[src/rtl/ingress.sv]
// ingress: serial-to-parallel input stage of a router port.
// Receives a framed serial packet (address, pad, payload), assembles the
// payload LSB-first into 32-bit words, tags each word with the packet address
// and an end-of-packet flag, and offers it to the port FIFO through a
// one-entry hold register that absorbs a single word of backpressure.
//
// Handshake: a word is transferred on every clock edge where push=1; push is
// hold_valid & ~full, so the FIFO accepts the word in the same cycle it sees
// push high and the hold register frees (or refills) on that edge.
module ingress #(
  parameter int ADDR_W     = 4,
  parameter int PAD_CYCLES = 4
) (
  input  logic              clk,
  input  logic              reset_n,
  input  logic              din,
  input  logic              frame_n,
  input  logic              valid_n,
  input  logic              full,
  output logic [31:0]       dataout,
  output logic              push,
  output logic              last,
  output logic [ADDR_W-1:0] addr,
  output logic              busy,
  output logic              drop,
  output logic              err,
  output logic [2:0]        state_dbg
);

  typedef enum logic [2:0] {
    S_IDLE    = 3'd0,
    S_ADDR    = 3'd1,
    S_PAD     = 3'd2,
    S_DATA    = 3'd3,
    S_DISCARD = 3'd4
  } state_t;

  // Address bit 0 is taken in IDLE, so the ADDR state only counts the
  // remaining ADDR_W-1 bits (max count value ADDR_W-2).
  localparam int AC_W = (ADDR_W > 2) ? $clog2(ADDR_W - 1) : 1;
  localparam int PC_W = (PAD_CYCLES > 1) ? $clog2(PAD_CYCLES) : 1;

  state_t            state, state_nx;
  logic [AC_W-1:0]   addr_cnt;
  logic [PC_W-1:0]   pad_cnt;
  logic [4:0]        idx;
  logic [31:0]       shift;
  logic [ADDR_W-1:0] addr_sh;

  logic              hold_valid;
  logic [31:0]       hold_data;
  logic              hold_last;
  logic [ADDR_W-1:0] hold_addr;

  logic              addr_shift;
  logic              addr_inc;
  logic              pad_inc;
  logic              data_cap;
  logic              word_done;
  logic              err_set;
  logic [31:0]       cur_word;

  // State register.
  always_ff @(posedge clk or negedge reset_n) begin
    if (!reset_n) state <= S_IDLE;
    else          state <= state_nx;
  end

  // Next-state logic: packet framing and protocol-violation exits.
  always_comb begin
    state_nx = state;
    case (state)
      S_IDLE: if (!frame_n) state_nx = S_ADDR;
      S_ADDR: begin
        if (frame_n)                              state_nx = S_IDLE;
        else if (addr_cnt == AC_W'(ADDR_W - 2))   state_nx = S_PAD;
      end
      S_PAD: begin
        if (frame_n)                              state_nx = S_IDLE;
        else if (!valid_n)                        state_nx = S_DISCARD;
        else if (pad_cnt == PC_W'(PAD_CYCLES - 1)) state_nx = S_DATA;
      end
      S_DATA:    if (frame_n) state_nx = S_IDLE;
      S_DISCARD: if (frame_n) state_nx = S_IDLE;
      default:   state_nx = S_IDLE;
    endcase
  end

  // Output/strobe logic: which datapath action happens on the coming edge.
  always_comb begin
    addr_shift = 1'b0;
    addr_inc   = 1'b0;
    pad_inc    = 1'b0;
    data_cap   = 1'b0;
    word_done  = 1'b0;
    err_set    = 1'b0;
    case (state)
      S_IDLE: addr_shift = !frame_n;
      S_ADDR: begin
        addr_shift = !frame_n;
        addr_inc   = !frame_n;
        err_set    = frame_n;
      end
      S_PAD: begin
        pad_inc = !frame_n && valid_n;
        err_set = frame_n || !valid_n;
      end
      S_DATA: begin
        data_cap  = !valid_n;
        word_done = !valid_n && (frame_n || (idx == 5'd31));
        err_set   = valid_n && frame_n;
      end
      default: ;
    endcase
  end

  // Word as it will look including the bit being sampled this cycle;
  // untouched upper bits stay zero because shift is cleared per word.
  always_comb begin
    cur_word      = shift;
    cur_word[idx] = din;
  end

  // Address / pad counters and the LSB-first address shifter.
  always_ff @(posedge clk or negedge reset_n) begin
    if (!reset_n) begin
      addr_cnt <= '0;
      pad_cnt  <= '0;
      addr_sh  <= '0;
    end else begin
      if (addr_shift) addr_sh <= {din, addr_sh[ADDR_W-1:1]};
      addr_cnt <= addr_inc ? addr_cnt + AC_W'(1) : '0;
      pad_cnt  <= pad_inc  ? pad_cnt  + PC_W'(1) : '0;
    end
  end

  // Payload assembly; cleared outside DATA so an aborted word never leaks.
  always_ff @(posedge clk or negedge reset_n) begin
    if (!reset_n) begin
      shift <= '0;
      idx   <= '0;
    end else if (word_done || state != S_DATA) begin
      shift <= '0;
      idx   <= '0;
    end else if (data_cap) begin
      shift <= cur_word;
      idx   <= idx + 5'd1;
    end
  end

  assign push = hold_valid & ~full;

  // One-entry hold register: load on completion, free on push, drop if occupied.
  always_ff @(posedge clk or negedge reset_n) begin
    if (!reset_n) begin
      hold_valid <= 1'b0;
      hold_data  <= '0;
      hold_last  <= 1'b0;
      hold_addr  <= '0;
      drop       <= 1'b0;
    end else begin
      drop <= 1'b0;
      if (word_done) begin
        if (hold_valid && !push) begin
          drop <= 1'b1;
        end else begin
          hold_valid <= 1'b1;
          hold_data  <= cur_word;
          hold_last  <= frame_n;
          hold_addr  <= addr_sh;
        end
      end else if (push) begin
        hold_valid <= 1'b0;
      end
    end
  end

  // Registered protocol-error pulse.
  always_ff @(posedge clk or negedge reset_n) begin
    if (!reset_n) err <= 1'b0;
    else          err <= err_set;
  end

  assign dataout   = hold_data;
  assign last      = hold_last;
  assign addr      = hold_addr;
  assign busy      = (state != S_IDLE) || hold_valid;
  assign state_dbg = state;

endmodule
[config.mk]
export PLATFORM = sky130hd
export DESIGN_NAME = ingress
export DESIGN_NICKNAME = d
export VERILOG_FILES = /design/src/rtl/ingress.sv
export SDC_FILE = /design/constraint.sdc
export NUM_CORES = 1
export LEC_CHECK = 0
export CORE_MARGIN = 4
export CORE_UTILIZATION = 56
export DETAILED_ROUTE_END_ITERATION = 16
export GPL_TIMING_DRIVEN = 0
export PLACE_DENSITY = 0.86
export SETUP_SLACK_MARGIN = 0.1
export SLEW_MARGIN = 30
export SYNTH_ARGS = -nofsm -noshare
export SYNTH_HDL_FRONTEND = slang
export SYNTH_SLANG_ARGS = --single-unit
[constraint.sdc]
create_clock -name clk -period 2.7 [get_ports clk]
set_input_delay 0.27 -clock clk [delete_from_list [all_inputs] [get_ports clk]]
set_output_delay 0.27 -clock clk [all_outputs]
set_load 0.005 [all_outputs]
==> impl_results.md <==
* Worst-margin pin slew at 0.520 ns
* Static leakage at 2.31 nW
* Commonest non-fill, non-tap cell in the layout: dfrtp_1
* Placed Cells incl. Taps at 527
* Layout cell share with drive strength beyond 1 at 15.2%
* Die Area at 9190 sq um
* Status: completed
* DR vias at 3,017
* 1st-pass router iterations at 4
* Total GRT Usage at 20.9%
* Routed Antenna Nets at 0
* Cell Area, Synth at 4320 sq um
* CTS Buf Count at 9
* H-tree Lvls at 3
* FF-to-FF path depth at 9
* Post-synth cell types at 42
* Via density at 5.53
* Drt total wl at 8760 um
* Clock buffer depth at 2
* Grt ovf at 0
* Max-capacitance violation count at 0
* Worst setup EP type: register
* Final Net Count at 455
* GPL Wtd Cong at 0.823
* Required time at the worst-slack endpoint at 2.94 ns
* Post-synthesis sequential area ratio at 51.0%
* Peak supply drop at 0.000458 V
* PortBufs at 48
* Final setup vio count at 0
* Post-Synth Simple-Gate Area at 14.9%
* Drt wl/cell at 16.0 um
* Syn_nets at 392
* Pwr dens at 559 nW/um^2
* Startpoint Class: register
* Final hold vios at 0
* Hold_ws at 0.350 ns
* FF+latch count, synth at 88
* Worst skew pair latency at 0.36 ns
* Highest clock rate at 0.409 GHz
* Root buf cell: clkbuf_8
* Synth Area in Adders at 2.03%
* Hpwl dp at 5850 um
* Crit Path Max Fanout at 10
* Number of synthesized flops with an enable pin at 0
* Fin crit share at 90.7%
* Area growth, synth to finish at 20.7%
* RSZ-0062 raised after global routing: no
* Starting DRC count in detailed routing at 219
* Chip width at 95.8 um
* Pin count of the biggest net entering global routing at 57
* Largest family of logic cells by synthesized area: multiplexers
* Clock skew at 0.0111 ns
* Mapped Cells at 379
* DRC violations left at 0
* Site row count at 31
* Share of synthesized flip-flops with an asynchronous set or reset at 100%
* Worst Path Arrival at 2.69 ns
* Fin crit period at 2.45 ns
* Vias in the first global route at 3,103
* Clock Sinks at 88
* Core area at 7370 sq um
* Commonest cells after routing, fill and taps aside: 86 x dfrtp_1, 64 x mux2i_1, 47 x clkdlybuf4s50_1
* Initial antenna violation count at 0
* Pins Over Slew Limit at 0
* I/O pin cnt at 50
* First-pass GRT wire length at 14,900 um
* Yosys warns at 0
* Post-Synth XOR/XNOR Area at 0%
* CTS clock-pin slew for the worst setup and hold paths at 0.09 ns
* Mux share of post-synthesis cell area at 17.2%
* Crit path kind: reg -> reg
* Die height at 95.8 um
* Hold WC Path Type: in -> async
* Final Instance Count excl. Fillers at 546
* Synthesized area per cell at 11.4 sq um
* Complex-gate fraction of the synthesized area at 6.57%
* Primary FF master, synth: dfrtp_1
* TritonCTS clock tree: yes
* # diodes at 0
* Slew HR at 64.9%
* Initial Utilization at 58.6%
-- cell usage after synthesis, types with 2 or more instances --
library cell	instances	area (sq um)
o21ai_0	6	30.0
nor2_1	3	11.3
a21oi_1	5	25.0
dfrtp_1	88	2200
buf_6	6	67.6
ha_1	7	87.6
inv_1	36	135
buf_12	3	60.1
nand4b_1	12	105
clkbuf_1	11	41.3
nor4bb_1	5	50.1
nor4_1	3	18.8
nor3_1	4	20.0
a22o_1	2	17.5
nand4_1	5	31.3
and4bb_2	7	87.6
nand2_1	39	146
mux2_2	9	101
o21ai_1	28	140
nor4b_1	4	35.0
buf_2	10	50.1
o21ai_2	3	26.3
mux2i_1	64	641
-- stage by stage --
step | setup TNS, ns | util, % | instance area (sq um) | power, mW | worst slack, ns
floorplan | 0 | - | 4320 | 1.65 | 0.464
global placement | -150.46 | 66.8 | 4930 | 1.91 | -1.71
detailed placement | 0 | 67.2 | 4950 | 1.93 | 0.188
CTS | 0 | 70.4 | 5190 | 2.94 | 0.147
global route | 0 | 70.8 | 5220 | 3.05 | 0.0965
finish | 0 | 70.8 | 5220 | 2.92 | 0.252
-- critical path, cell delays in order (launching register included) --
cell and delay [ns]:
dfrtp_1 0.33, buf_2 0.21, buf_4 0.20, buf_4 0.18, and3_1 0.17, ha_2 0.24, nor2_2 0.08, a2111oi_4 0.37
buf_6 0.21, mux2_2 0.34
-- report_power, final --
group          switching [mW]  total [mW]  internal, mW
clock                   0.473        1.02         0.545
combinational           0.157       0.407         0.250
sequential             0.0612        1.49          1.43
total                   0.691        2.92          2.23
-- cell families after synthesis --
family | after synthesis
compound gates | 47
buf+inv | 67
flops | 88
simple gates | 97
mux | 73
fa+ha+maj | 7
-- what timing repair did --
item	CTS	global route
hold buffers	1	0
setup endpoints to repair	0	35
buffers inserted	0	1
resized for setup	0	9
hold endpoints to repair	32	0
-- metal layers --
layer	GRT usage, %	part of all wire (%)
met3	5.39	5.3
met4	6.52	1.4
met1	26.8	44
met2	35.0	49
met5	0	0
-- registers in the layout (all words and copies together) (netlist names) --
name and flops:
addr 4, state_dbg 3, hold_valid 1, err 1, addr_sh 4, dataout 32, drop 1, pad_cnt 2
addr_cnt 2, shift 32, idx 5, last 1
-- worst paths after layout --
path,startpoint,to,slack (ns)
hold / removal,reset_n,dataout[9]$_DFFE_PN0P_,0.35
min in group clk,addr_cnt[0]$_DFF_PN0_,addr_cnt[0]$_DFF_PN0_,0.43
setup / recovery,idx[2]$_DFFE_PN0P_,addr[2]$_DFFE_PN0P_,0.25
max in group asynchronous,reset_n,idx[0]$_DFFE_PN0P_,1.77
setup reg to reg,idx[2]$_DFFE_PN0P_,addr[2]$_DFFE_PN0P_,0.25
hold reg to reg,addr_cnt[0]$_DFF_PN0_,addr_cnt[0]$_DFF_PN0_,0.43
-- final cells by class --
type	count	area, sq um
plain buffers	31	231
clock buffers	11	141
clock inverters	5	80.1
fillers	549	2150
inverters	36	135
multi-input cells	224	1760
flip-flops and latches	88	2200
well taps	99	124
repair buffers	52	538
(Power assumes the default switching activity.)
==> RTL change 1: new RTL, same settings <==
Change the parameter `PAD_CYCLES` from 4 to 16.
--- a/src/rtl/ingress.sv
+++ b/src/rtl/ingress.sv
@@ -11,3 +11,3 @@
   parameter int ADDR_W     = 4,
-  parameter int PAD_CYCLES = 4
+  parameter int PAD_CYCLES = 16
 ) (
Function: changed (Yosys sat finds a counterexample within 10 cycles, from zero or initial values and one cycle with reset_n low).
==> RTL change 1 against the unedited design <==
  * Fmax decreased by 1.3%
  * Design area decreased by 3.8%
  * Wire length increased by 2.2%
  * Sequential cell count increased by 2
  * Area after synthesis decreased by 4.2%
  * First-iteration DRC count increased by 16%
  * Sequential share of layout area increased by 2.7 points
  * Worst setup slack got worse by 0.032 ns
  * Critical path type unchanged
  * Largest cell class unchanged
Power is not compared: it rests on default switching activity, and its combinational part moved more than twofold at a synthesized area within 25%.
==> RTL change 1: results (changes against the unedited design) <==
outcome -> complete, no violations
Worst-Margin Slew -> 0.686 ns (+0.166 ns)
PortBufs -> 47 (-2.1%)
dominant cells by area after synthesis -> dfrtp_1 (54%), mux2i_1 (7.7%), o21ai_0 (4.4%), a21oi_1 (4.1%), nor2_1 (3.9%)
Crit path largest cell delay -> 0.47 ns (+0.10 ns)
Inverters -> 4 (-89%)
layout cells sized above 1 -> 10.4% (-4.8 points)
Syn Nets -> 408 (+4.1%)
GR Layer Usage met1 -> 30.4% (+3.6 points)
final wirelength -> 8950 um (+2.2%)
skew final -> 0.00909 ns (-0.00200 ns)
hpwl dp -> 6030 um (+3.0%)
GPL Wtd Cong -> 0.852 (+3.5%)
cts repair resizes -> 5 (+5)
Finished Layout Cells -> 560 (+2.6%)
Reg-to-Reg End -> dataout[22]
Placement Setup Slack -> -0.270 ns (-0.458 ns)
metal3 WL -> 489 um (+5.2%)
met1 WL -> 4080 um (+5.7%)
largest net degree at the start of global routing -> 63 (+11%)
via count -> 3196 (+5.9%)
Layout non-clock buf frac -> 14.2% (-0.59 points)
# nets final -> 470 (+3.3%)
clock buf count -> 12 (+1)
Multi-input gate area -> 1710 sq um (-2.8%)
FF-to-FF path depth -> 10 (+1)
Data arrival, critical path -> 2.72 ns (+0.03 ns)
utilization after layout -> 69.5% (-1.2 points)
multi-input logic cell count -> 268 (+20%)
Post-Syn Area -> 4140 sq um (-4.2%)
CP startpoint -> idx[0]
critical path's slowest cell -> dfrtp_2
sequential element share of the synthesized area -> 54.4% (+3.5 points)
M3 GR Usage -> 4.89% (-0.51 points)
Mean Syn Cell Area -> 10.5 sq um (-8.1%)
## RTL change 1: cells by family (layout without fill, tap and decap cells)
group | after synthesis | after routing | synth area share (%)
AND/OR/NAND/NOR | 137 | 137 | 17.6
flip-flops | 90 | 90 | 54.4
AO/OA/AOI/OAI | 79 | 79 | 10.2
buffers and inverters | 37 | 103 | 4.47
XOR/XNOR | 2 | 2 | 0.423
adder cells (fa/ha/maj) | 7 | 7 | 2.12
multiplexers | 43 | 43 | 10.7
## RTL change 1: worst min path at each step
stage,start,to,slack [ns],cells after the start
3_3_place_gp,addr_cnt[0],addr_cnt[0],0.41,1
4_1_cts,reset_n,dataout[29],0.35,2
6_report,reset_n,dataout[29],0.34,2
5_1_grt,reset_n,dataout[29],0.37,2
2_1_floorplan,reset_n,addr[0],-0.03,0
3_5_place_dp,reset_n,dataout[29],0.16,1
==> RTL change 2: new RTL, same settings <==
Made on the original files. Register the output `state_dbg` once more, cleared by the reset; this adds one clock of latency there. The other outputs are not delayed to match.
--- a/src/rtl/ingress.sv
+++ b/src/rtl/ingress.sv
@@ -187,3 +187,9 @@
   assign busy      = (state != S_IDLE) || hold_valid;
-  assign state_dbg = state;
+  always_ff @(posedge clk or negedge reset_n) begin
+    if (!reset_n) begin
+      state_dbg <= '0;
+    end else begin
+      state_dbg <= state;
+    end
+  end
 
Formal check against the unedited RTL: not equivalent (Yosys sat finds a counterexample within 4 cycles, from zero or initial values and one cycle with reset_n low).
==> RTL change 2 against the unedited design <==
  * Wire length rose by 1.2%
  * Area after synthesis up 1.3%
  * Sequential cell count increased by 3
  * Design area grew 0.38%
  * Power shrank 3.3%
  * Worst setup slack got worse by 0.0017 ns
  * Critical path type unchanged
  * Sequential share of layout area rose by 1.3 points
  * Hold slack improved by 0.018 ns
==> RTL change 2: results (changes against the unedited design) <==
outcome -> complete, no violations
Mean Syn Cell Area -> 11.5 sq um (+0.51%)
vias in the first global route -> 3064 (-1.3%)
First DRT Iteration DRCs -> 135 (-38%)
hpwl dp -> 5930 um (+1.3%)
Finished Layout Cells -> 548 (+0.37%)
Fill cells -> 528 (-3.8%)
Worst-Margin Slew -> 0.530 ns (+0.00973 ns)
GRT Resource Usage Total -> 20.8% (-0.16 points)
Reg power frac -> 54.7% (+3.5 points)
largest net degree at the start of global routing -> 58 (+1.8%)
layout cells sized above 1 -> 14.0% (-1.2 points)
# nets final -> 457 (+0.44%)
utilization after layout -> 70.7% (-0.10 points)
final wirelength -> 8860 um (+1.2%)
Psw -> 0.706 mW (+2.3%)
post-placement cell area -> 5010 sq um (+1.1%)
Cell variety after synth -> 41 (-2.4%)
DP Cell Count -> 530 (+0.57%)
Power Density -> 539 nW/um^2 (-3.7%)
critical path's slowest cell -> dfrtp_2
Syn Nets -> 395 (+0.77%)
FF-to-FF path depth -> 8 (-1)
drt via density -> 5.51 (-0.27%)
skew final -> 0.0135 ns (+0.00237 ns)
first-pass GRT wire length -> 14800 um (-0.42%)
GPL Wtd Cong -> 0.803 (-2.5%)
==> RTL change 2: worst max-delay path, delay by kind of cell, from the launching register on <==
family	cells	cell delay, ns
DFF	1	0.43
AOI/OAI and AO/OA	1	0.37
buffers and inverters	3	0.70
muxes	1	0.34
and+or+nand+nor	2	0.26
adders and majority gates	1	0.24
==> RTL change 2: repair_timing <==
action | in CTS | in global routing
hold endpoints to repair | 34 | 0
endpoints found under the setup margin | 35 | 35
gates resized for setup | 1 | 9
setup buffers | 0 | 1
hold buffers | 1 | 0
pin swaps | 0 | 1
gates cloned | 0 | 1
==> RTL change 2: layer usage <==
layer  global-route usage, %  wire, um  vias to the layer above
met3                    3.56       354                       14
met4                    8.29       181                        0
li1                        -         -                     1443
met2                    33.1      4300                       77
met1                    28.5      4030                     1486
met5                       0         0                        -
==> RTL change 2: kinds of logic (layout without fill, tap and decap cells) <==
kind of cell | Yosys count | in the layout | share of synthesized area (%)
buf+inv | 67 | 134 | 8.17
fa+ha+maj | 7 | 7 | 2.00
mux | 73 | 73 | 16.9
compound gates | 47 | 47 | 6.32
flops | 91 | 91 | 52.0
simple gates | 97 | 97 | 14.5
==> RTL change 2: final cells by class <==
type | count | area share, %
clock inverter | 5 | 0.717
buffer | 30 | 4.28
timing repair buffer | 52 | 10.3
inverter | 36 | 2.58
multi-input combinational | 224 | 33.3
clock buffer | 11 | 2.89
sequential | 91 | 43.5
tap | 99 | 2.37
==> RTL change 2: worst paths after layout <==
check / start / endpoint / slack (ns)
setup / recovery: idx[3] / addr[0] / 0.25
hold / removal: reset_n / shift[17] / 0.37
setup reg to reg: idx[3] / addr[0] / 0.25
hold reg to reg: state[1] / state_dbg[1] / 0.40
max in group asynchronous: reset_n / idx[0] / 1.73
min in group clk: din / shift[1] / 0.40
